[config.mk]
export PLATFORM = sky130hd
export DESIGN_NAME = qcl_debounce_scan
export DESIGN_NICKNAME = d
export VERILOG_FILES = /design/src/rtl/qcl_debounce_pkg.sv /design/src/rtl/qcl_rr_arb.sv /design/src/rtl/qcl_debounce_scan.sv
export SDC_FILE = /design/constraint.sdc
export NUM_CORES = 1
export LEC_CHECK = 0
export BUFFER_PORTS_ARGS = -buffer_cell sky130_fd_sc_hd__buf_2
export CELL_PAD_IN_SITES_DETAIL_PLACEMENT = 2
export CELL_PAD_IN_SITES_GLOBAL_PLACEMENT = 2
export CORE_MARGIN = 2
export CORE_UTILIZATION = 40
export DETAILED_ROUTE_END_ITERATION = 10
export GPL_TIMING_DRIVEN = 0
export HOLD_SLACK_MARGIN = 0.1
export PLACE_DENSITY_LB_ADDON = 0.15
export SETUP_SLACK_MARGIN = 0.2
export SLEW_MARGIN = 20
export SYNTH_ARGS = -nofsm -noshare
export SYNTH_HDL_FRONTEND = slang
export SYNTH_SLANG_ARGS = --single-unit
[constraint.sdc]
create_clock -name clk_i -period 5.5 [get_ports clk_i]
set_input_delay 0.275 -clock clk_i [delete_from_list [all_inputs] [get_ports clk_i]]
set_output_delay 0.275 -clock clk_i [all_outputs]
set_load 0.1 [all_outputs]
[src/rtl/qcl_debounce_pkg.sv]
// qcl_debounce_pkg: shared scan-state type and counter sizing helper for the debounce scanner.
// Rev 1.0
`default_nettype none

package qcl_debounce_pkg;

  typedef enum logic [0:0] {
    eIdle = 1'b0,
    eScan = 1'b1
  } scan_state_e;

  // Counter must hold values up to stable_ticks inclusive for the compare.
  function automatic int cnt_width(input int stable_ticks);
    return $clog2(stable_ticks + 1);
  endfunction

endpackage

`default_nettype wire

[src/rtl/qcl_rr_arb.sv]
// qcl_rr_arb: round-robin arbiter with grant lock and rotating priority pointer.
// Rev 1.0
`default_nettype none

module qcl_rr_arb #(
  parameter  int els_p = 4,
  localparam int IW    = (els_p > 1) ? $clog2(els_p) : 1
) (
  input  logic             clk_i,
  input  logic             reset_i,
  input  logic [els_p-1:0] i_req,
  input  logic             i_lock,
  input  logic             i_advance,
  output logic [els_p-1:0] o_grant_oh,
  output logic [IW-1:0]    o_grant_idx
);

  logic [IW-1:0] r_ptr;
  logic [IW-1:0] r_lock_idx;
  logic          r_lock_v;
  logic [IW-1:0] w_rr_idx;
  logic [IW-1:0] w_grant_idx;
  logic          w_found;
  int            w_cand;

  always_comb begin
    w_rr_idx = '0;
    w_found  = 1'b0;
    w_cand   = 0;
    for (int off = 0; off < els_p; off++) begin
      w_cand = (int'(r_ptr) + off) % els_p;
      if (!w_found && i_req[IW'(w_cand)]) begin
        w_found  = 1'b1;
        w_rr_idx = IW'(w_cand);
      end
    end
  end

  // A presented but unaccepted grant is frozen so the consumer sees stable outputs.
  assign w_grant_idx = r_lock_v ? r_lock_idx : w_rr_idx;

  always_comb begin
    o_grant_oh              = '0;
    o_grant_oh[w_grant_idx] = |i_req;
  end

  assign o_grant_idx = w_grant_idx;

  always_ff @(posedge clk_i) begin
    if (reset_i) begin
      r_ptr      <= '0;
      r_lock_v   <= 1'b0;
      r_lock_idx <= '0;
    end else begin
      r_lock_v <= i_lock;
      if (i_lock) r_lock_idx <= w_grant_idx;
      if (i_advance) r_ptr <= (w_grant_idx == IW'(els_p - 1)) ? '0 : w_grant_idx + 1'b1;
    end
  end

endmodule

`default_nettype wire

[src/rtl/qcl_debounce_scan.sv]
// qcl_debounce_scan: time-multiplexed debounce of els_p inputs with a valid/ready event port.
// Rev 1.0
`default_nettype none

module qcl_debounce_scan
  import qcl_debounce_pkg::*;
#(
  parameter  int els_p          = 4,
  parameter  int tick_lg_p      = 16,
  parameter  int stable_ticks_p = 20,
  localparam int IW             = (els_p > 1) ? $clog2(els_p) : 1
) (
  input  logic             clk_i,
  input  logic             reset_i,
  input  logic [els_p-1:0] i,
  output logic [els_p-1:0] o,
  output logic             evt_v_o,
  output logic [IW-1:0]    evt_id_o,
  output logic             evt_level_o,
  input  logic             evt_ready_i,
  output logic             overrun_o
);

  localparam int CW = cnt_width(stable_ticks_p);

  logic [els_p-1:0]     r_sync1;
  logic [els_p-1:0]     r_sync2;
  logic [tick_lg_p-1:0] r_presc;
  scan_state_e          r_state;
  scan_state_e          w_state_nxt;
  logic [IW-1:0]        r_ptr;
  logic [IW-1:0]        w_ptr_nxt;
  logic [CW-1:0]        r_cnt [els_p];
  logic [els_p-1:0]     r_o;
  logic [els_p-1:0]     r_pend;
  logic                 r_overrun;

  logic                 w_tick;
  logic                 w_proc;
  logic                 w_sync_k;
  logic                 w_o_k;
  logic [CW-1:0]        w_cnt_inc;
  logic                 w_flip;
  logic [els_p-1:0]     w_set_oh;
  logic [els_p-1:0]     w_clr_oh;
  logic [els_p-1:0]     w_grant_oh;
  logic [IW-1:0]        w_grant_idx;
  logic                 w_xfer;
  logic                 w_lock;

  assign w_tick = &r_presc;

  always_ff @(posedge clk_i) begin
    if (reset_i) begin
      r_state <= eIdle;
      r_ptr   <= '0;
    end else begin
      r_state <= w_state_nxt;
      r_ptr   <= w_ptr_nxt;
    end
  end

  always_comb begin
    w_state_nxt = r_state;
    w_ptr_nxt   = r_ptr;
    case (r_state)
      eIdle: begin
        if (w_tick) begin
          w_state_nxt = eScan;
          w_ptr_nxt   = '0;
        end
      end
      eScan: begin
        if (r_ptr == IW'(els_p - 1)) w_state_nxt = eIdle;
        else                         w_ptr_nxt   = r_ptr + 1'b1;
      end
    endcase
  end

  // Only the channel under the scan pointer is evaluated each cycle.
  always_comb begin
    w_proc    = (r_state == eScan);
    w_sync_k  = r_sync2[r_ptr];
    w_o_k     = r_o[r_ptr];
    w_cnt_inc = r_cnt[r_ptr] + 1'b1;
    w_flip    = w_proc && (w_sync_k != w_o_k) && (w_cnt_inc == CW'(stable_ticks_p));
    w_set_oh  = '0;
    if (w_flip) w_set_oh[r_ptr] = 1'b1;
  end

  assign evt_v_o  = |r_pend;
  assign w_xfer   = evt_v_o & evt_ready_i;
  assign w_lock   = evt_v_o & ~evt_ready_i;
  assign w_clr_oh = w_grant_oh & {els_p{w_xfer}};

  qcl_rr_arb #(
    .els_p (els_p)
  ) u_arb (
    .clk_i       (clk_i),
    .reset_i     (reset_i),
    .i_req       (r_pend),
    .i_lock      (w_lock),
    .i_advance   (w_xfer),
    .o_grant_oh  (w_grant_oh),
    .o_grant_idx (w_grant_idx)
  );

  always_ff @(posedge clk_i) begin
    if (reset_i) begin
      r_sync1   <= '0;
      r_sync2   <= '0;
      r_presc   <= '0;
      r_o       <= '0;
      r_pend    <= '0;
      r_overrun <= 1'b0;
      for (int k = 0; k < els_p; k++) r_cnt[k] <= '0;
    end else begin
      r_sync1 <= i;
      r_sync2 <= r_sync1;
      r_presc <= r_presc + 1'b1;
      // A new flip on the channel being accepted wins over the clear.
      r_pend  <= (r_pend & ~w_clr_oh) | w_set_oh;
      if (w_flip && r_pend[r_ptr] && !w_clr_oh[r_ptr]) r_overrun <= 1'b1;
      if (w_proc) begin
        if (w_sync_k == w_o_k) begin
          r_cnt[r_ptr] <= '0;
        end else if (w_flip) begin
          r_o[r_ptr]   <= ~w_o_k;
          r_cnt[r_ptr] <= '0;
        end else begin
          r_cnt[r_ptr] <= w_cnt_inc;
        end
      end
    end
  end

  assign o           = r_o;
  assign overrun_o   = r_overrun;
  assign evt_id_o    = w_grant_idx;
  assign evt_level_o = r_o[w_grant_idx];

endmodule

`default_nettype wire

# Word-level counts from Yosys, hierarchy flattened
# Memory sizes are Yosys's and may differ from the RTL's. A register that Yosys moved wholly into a read port is not among the register bits.
# Index checks and enable logic that the tools add are counted.
# totals
ff_bits	41
output_inout_bits	9
word_cells	131
ram_bits	20
memories	1
# op_classes
n_addsub	7
muxes	66
n_eq_ne	7
n_bitwise	13
order_cmp	8
n_reduce_logical	18
# memory_table
name	depth	width	read_ports	rd_ports_with_merged_regs	wr	line	text
r_cnt	4	5	1	1	4	qcl_debounce_scan.sv:33	logic [CW-1:0] r_cnt [els_p];
# op_table
operator	n
1-bit two-way mux	37
2-bit two-way mux	11
1-bit binary-select mux with 2-bit select	9
16-bit by 1-bit adder with 16-bit output, second input constant	1
2-bit by 4-bit less-than comparator with 1-bit output, second input constant	4
16-bit AND reduction	1
5-bit two-way mux	3
4-bit bitwise AND	3
1-bit logical AND	9
2-bit by 1-bit adder with 2-bit output, second input constant	3
2-bit by 3-bit less-than comparator with 1-bit output, second input constant	2
5-bit by 1-bit adder with 5-bit output, second input constant	1
5-bit == test, second input constant	1
5-bit OR reduction	1
2-bit adder, second input constant	2
4-bit bitwise mux	1
1-bit demux with 2-bit select	2
2-bit == test, second input constant	2
2-bit by 1-bit greater-or-equal comparator with 1-bit output, second input constant	2
1-bit zero test	4
4-bit two-way mux	1
2-bit inequality test, second input constant	2
1-bit NOT	4
4-bit NOT	1
other kinds (10)	12

# Longest topological paths before layout
# depth
word_depth	24
mapped_depth	9
ltp_nobuf	9

# By module
# From an unflattened synthesis, not the netlist that was laid out.
# unflattened
cells_unflattened	295
area_unflattened_um2	3044.2
# modules_own_cells
module	area_each_um2	instances	cells_each
qcl_debounce_scan	2645.0	1	249
qcl_rr_arb	399.1	1	46

# Worst setup path after synthesis
# No wires, ideal clock.
# synth_timing
path_kind	flip-flop to output port
from	reg u_arb.r_ptr[1]
to	out evt_level_o
t_arrival_ns	3.176
stages_incl_launch_ff	7
path_slack_ns	2.049
required_ns	5.225
path_cell_list	dfxtp_1 -> mux2i_1 -> a211oi_1 -> or3_1 -> inv_2 -> mux2i_1 -> mux2i_1
# synth_via
elab_chain_cells	16
word_cells_on_any_way	31
cone_classes	add/sub: 3; mux: 22; reduce/logical: 6
# synth_lines
item	line	text
start: declaration	qcl_rr_arb.sv:18	logic [IW-1:0] r_ptr;
start signal: assignment	qcl_rr_arb.sv:57	if (i_advance) r_ptr <= (w_grant_idx == IW'(els_p - 1)) ? '0 : w_grant_idx + 1'b1;
parallel branches: the longest is 12 deep, another holds 2-bit by 1-bit adder with 2-bit output	-	
2-bit two-way mux (*)	qcl_rr_arb.sv:32	if (!w_found && i_req[IW'(w_cand)]) begin
2-bit two-way mux (*)	qcl_rr_arb.sv:40	assign w_grant_idx = r_lock_v ? r_lock_idx : w_rr_idx;
named net evt_id_o[0]	qcl_debounce_scan.sv:18	output logic [IW-1:0] evt_id_o,
1-bit binary-select mux with 2-bit select (*)	qcl_debounce_scan.sv:140	assign evt_level_o = r_o[w_grant_idx];
1-bit two-way mux (implied by the code) (*)	qcl_debounce_scan.sv:140	
end: declaration	qcl_debounce_scan.sv:19	output logic evt_level_o,
# Mark *: on every way through the listed nets, which the timed path passes. The select of a mux whose other input is x is not followed.

==> metrics.txt <==
crit-path max FO 5; CTS Sinks 63; first-pass GRT wire length 13.9 mm; IO Port Bufs 15; vias in the first global route 2654; placed insts between 400 and 500; status completed; largest family of logic cells by synthesized area simple AND/OR/NAND/NOR gates; grt ovf 0; gp weighted congestion about 0.73; post-route ant nets 0; Placeable Area 7290 µm²; DR vias 2407; Site Rows 31; I/O pins 16; PnR worst setup slack 2.58 ns; Non-Filler Instances 429; fillcell total slightly above 800; Hold EP r_sync1[1]$_SDFF_PP0_; htree depth 3; cell accounting for the most synthesized area dfxtp_1; initial antenna violation count 0; mux contribution to synthesized area 7.91%; Vias/cell roughly 5.6; Worst setup SP type flip-flop; sw power 0.212 mW; RSZ-0062 raised after global routing no; Worst Tran Pin Value between 0.8 and 0.9 ns; All-Layer GR Usage 21.4%; top-area cell type share of the netlist area between 20% and 30%; Synth area leaders dfxtp_1, edfxtp_1, mux4_2; yosys warns 0; die area about 8300 µm²; Post-Syn Area per Cell 10.2 µm²; headroom to the max-slew limit 42.2%; crit end category flip-flop; Internal 0.733 mW; largest net degree at the start of global routing 12; PwrDens 275 nW/µm²; Die Ht approximately 90 µm; CTS root buffer clkbuf_8; XOR/XNOR Fraction of Synth Area 6.64%; TNS Setup 0 ns; Syn Nets 314; arrival time at the worst endpoint 3.00 ns; total CTS buffers 9; setup bufs post-CTS 0; routed len/inst 19.1 µm; Post-DP Area 3230 µm²; Worst VDD drop 136 µV; Final period util 53.0%; setup slack, reg-to-reg between 2 and 3 ns; post-synthesis instance total approximately 300; CTS tree built; Clock Skews 0.00894 ns; Ant. Diodes 0; Routed Wire Length about 8.2 mm; sw frac 22.4%; final setup fails 0; Layout area overhead 13.4%; layout cell share with drive strength beyond 1 15.2%; Synth Flop Type dfxtp_1; 1st-iter DRT viols 104; Distinct cells, synth 46; leakage power total 1.25 nW; DR DRC count 0; Yosys reg bits 63; Worst Hold Depth 2; final hold violations 0; Worst-Skew Late Latency ~0.35 ns; hold_sp i[1]; post-cts sizing count 0; Reg2Reg Capture Point r_cnt[2][2]$_SDFFCE_PN0P_; Mapped Area 3040 µm²; Post-synth EDFFs 20; Clock Pin Slew Worst Setup and Hold Paths 0.07 ns; Final Cell Area around 3400 µm²; worst slack at placement between 2 and 3 ns; Post-Synth Simple-Gate Area 20.8%; Synth Area in Compound Gates a little under a tenth; DP Wirelength 5.81 mm; Die X ~90 µm; post-layout min period 2.92 ns; Initial Util 41.6%; sequential area share after synthesis 48.1%; Reg2Reg Depth 7; fin util 47.2%; Seq pwr share 52.1%; Comb pwr share 3.5%; max cap viols 0; Hold Path Class input port to flip-flop; Worst Path Required 5.58 ns; Clock power frac 44.3%; asr flop ratio synth 0%; final net count 340; hold_buf cts 0; adder-cell share of the synthesized area 3.30%; fmax between 300 and 400 MHz; clock tree buffer depth 2; Initial DRT Pass Iterations 4; pins over their slew limit 0; Crit Path Category flip-flop to flip-flop
cells by family (layout without fill, tap and decap cells):
group,Yosys count,in the layout
XOR/XNOR,20,20
multiplexers,14,14
flip-flops,63,63
AO/OA/AOI/OAI,43,43
AND/OR/NAND/NOR,122,122
buffers and inverters,29,60
adder cells (fa/ha/maj),8,8
stage by stage:
stage | hold WS [ns] | power (mW)
2_1_floorplan | 0.354 | 0.523
3_3_place_gp | 0.422 | 0.534
3_5_place_dp | 0.432 | 0.536
4_1_cts | 0.127 | 0.954
5_1_grt | 0.143 | 0.979
6_report | 0.135 | 0.945
routing by layer:
metal	up-vias	GRT usage, %	part of all wire [%]
met5	-	0	0
met2	32	37.7	52
met1	1231	25.9	43
met4	0	9.09	2.1
li1	1127	-	-
met3	17	3.15	2.8
sequential cells by signal (all words and copies together) (netlist names), named ones only:
name              count
r_presc              16
r_state               1
overrun_o             1
u_arb.r_ptr           2
u_arb.r_lock_v        1
u_arb.r_lock_idx      2
r_sync2               4
r_ptr                 2
o                     4
r_cnt                20
r_sync1               4
r_pend                4
critical path: stages (launching register included):
cell	delay, ns
dfxtp_1	0.32
buf_6	0.14
mux4_2	0.60
ha_1	0.30
xor2_1	0.37
nand3_1	0.34
o211ai_1	0.45
nor2_1	0.12
cells in the final DEF, fill, tap and decap left out, types with 11 or more instances in the layout:
cell	synthesis	layout
nand2_1	19	19
dfxtp_1	43	43
clkbuf_8	0	11
edfxtp_1	20	20
nand3_1	14	14
inv_1	12	12
a21oi_1	11	11
nor2_1	40	40
buf_2	0	15
synthesized netlist by cell type (4+ instances only):
library cell  count
dfxtp_1          43
nor2_1           40
edfxtp_1         20
nand2_1          19
nand3_1          14
inv_1            12
a21oi_1          11
nand4_1          10
nor2b_1          10
xnor2_1          10
clkbuf_1          8
ha_1              8
mux4_2            8
o21ai_0           8
xor2_1            8
inv_2             6
mux2i_1           6
or3_1             6
a311oi_1          5
nand2b_1          5
nor3_1            5
a31oi_1           4
power by group through the flow:
stage	sequential, mW	combinational [mW]	clock, mW
6_report	0.492	0.0335	0.419
3_3_place_gp	0.502	0.0322	0
3_5_place_dp	0.503	0.0334	0
4_1_cts	0.492	0.0340	0.428
2_1_floorplan	0.501	0.0223	0
5_1_grt	0.493	0.0380	0.448
area by class of cell:
type	instances	area (µm²)	share of cell area, %
repair buffers	15	75.1	2.18
well taps	99	124	3.60
clock inverters	5	55.1	1.60
inverters	18	67.6	1.96
clock buffers	11	151	4.40
flip-flops and latches	63	1460	42.5
plain buffers	11	48.8	1.42
multi-input cells	207	1460	42.4
worst max path at each step:
stage | endpoint | slack [ns] | depth (start not counted)
2_1_floorplan | evt_level_o | 2.05 | 6
5_1_grt | r_cnt[2][2]$_SDFFCE_PN0P_ | 2.40 | 7
3_3_place_gp | r_cnt[0][2]$_SDFFCE_PN0P_ | 2.84 | 7
6_report | r_cnt[2][2]$_SDFFCE_PN0P_ | 2.58 | 7
4_1_cts | r_cnt[2][2]$_SDFFCE_PN0P_ | 2.56 | 7
3_5_place_dp | r_cnt[2][2]$_SDFFCE_PN0P_ | 2.64 | 7
Note: power is estimated with default switching activity, not from simulation.
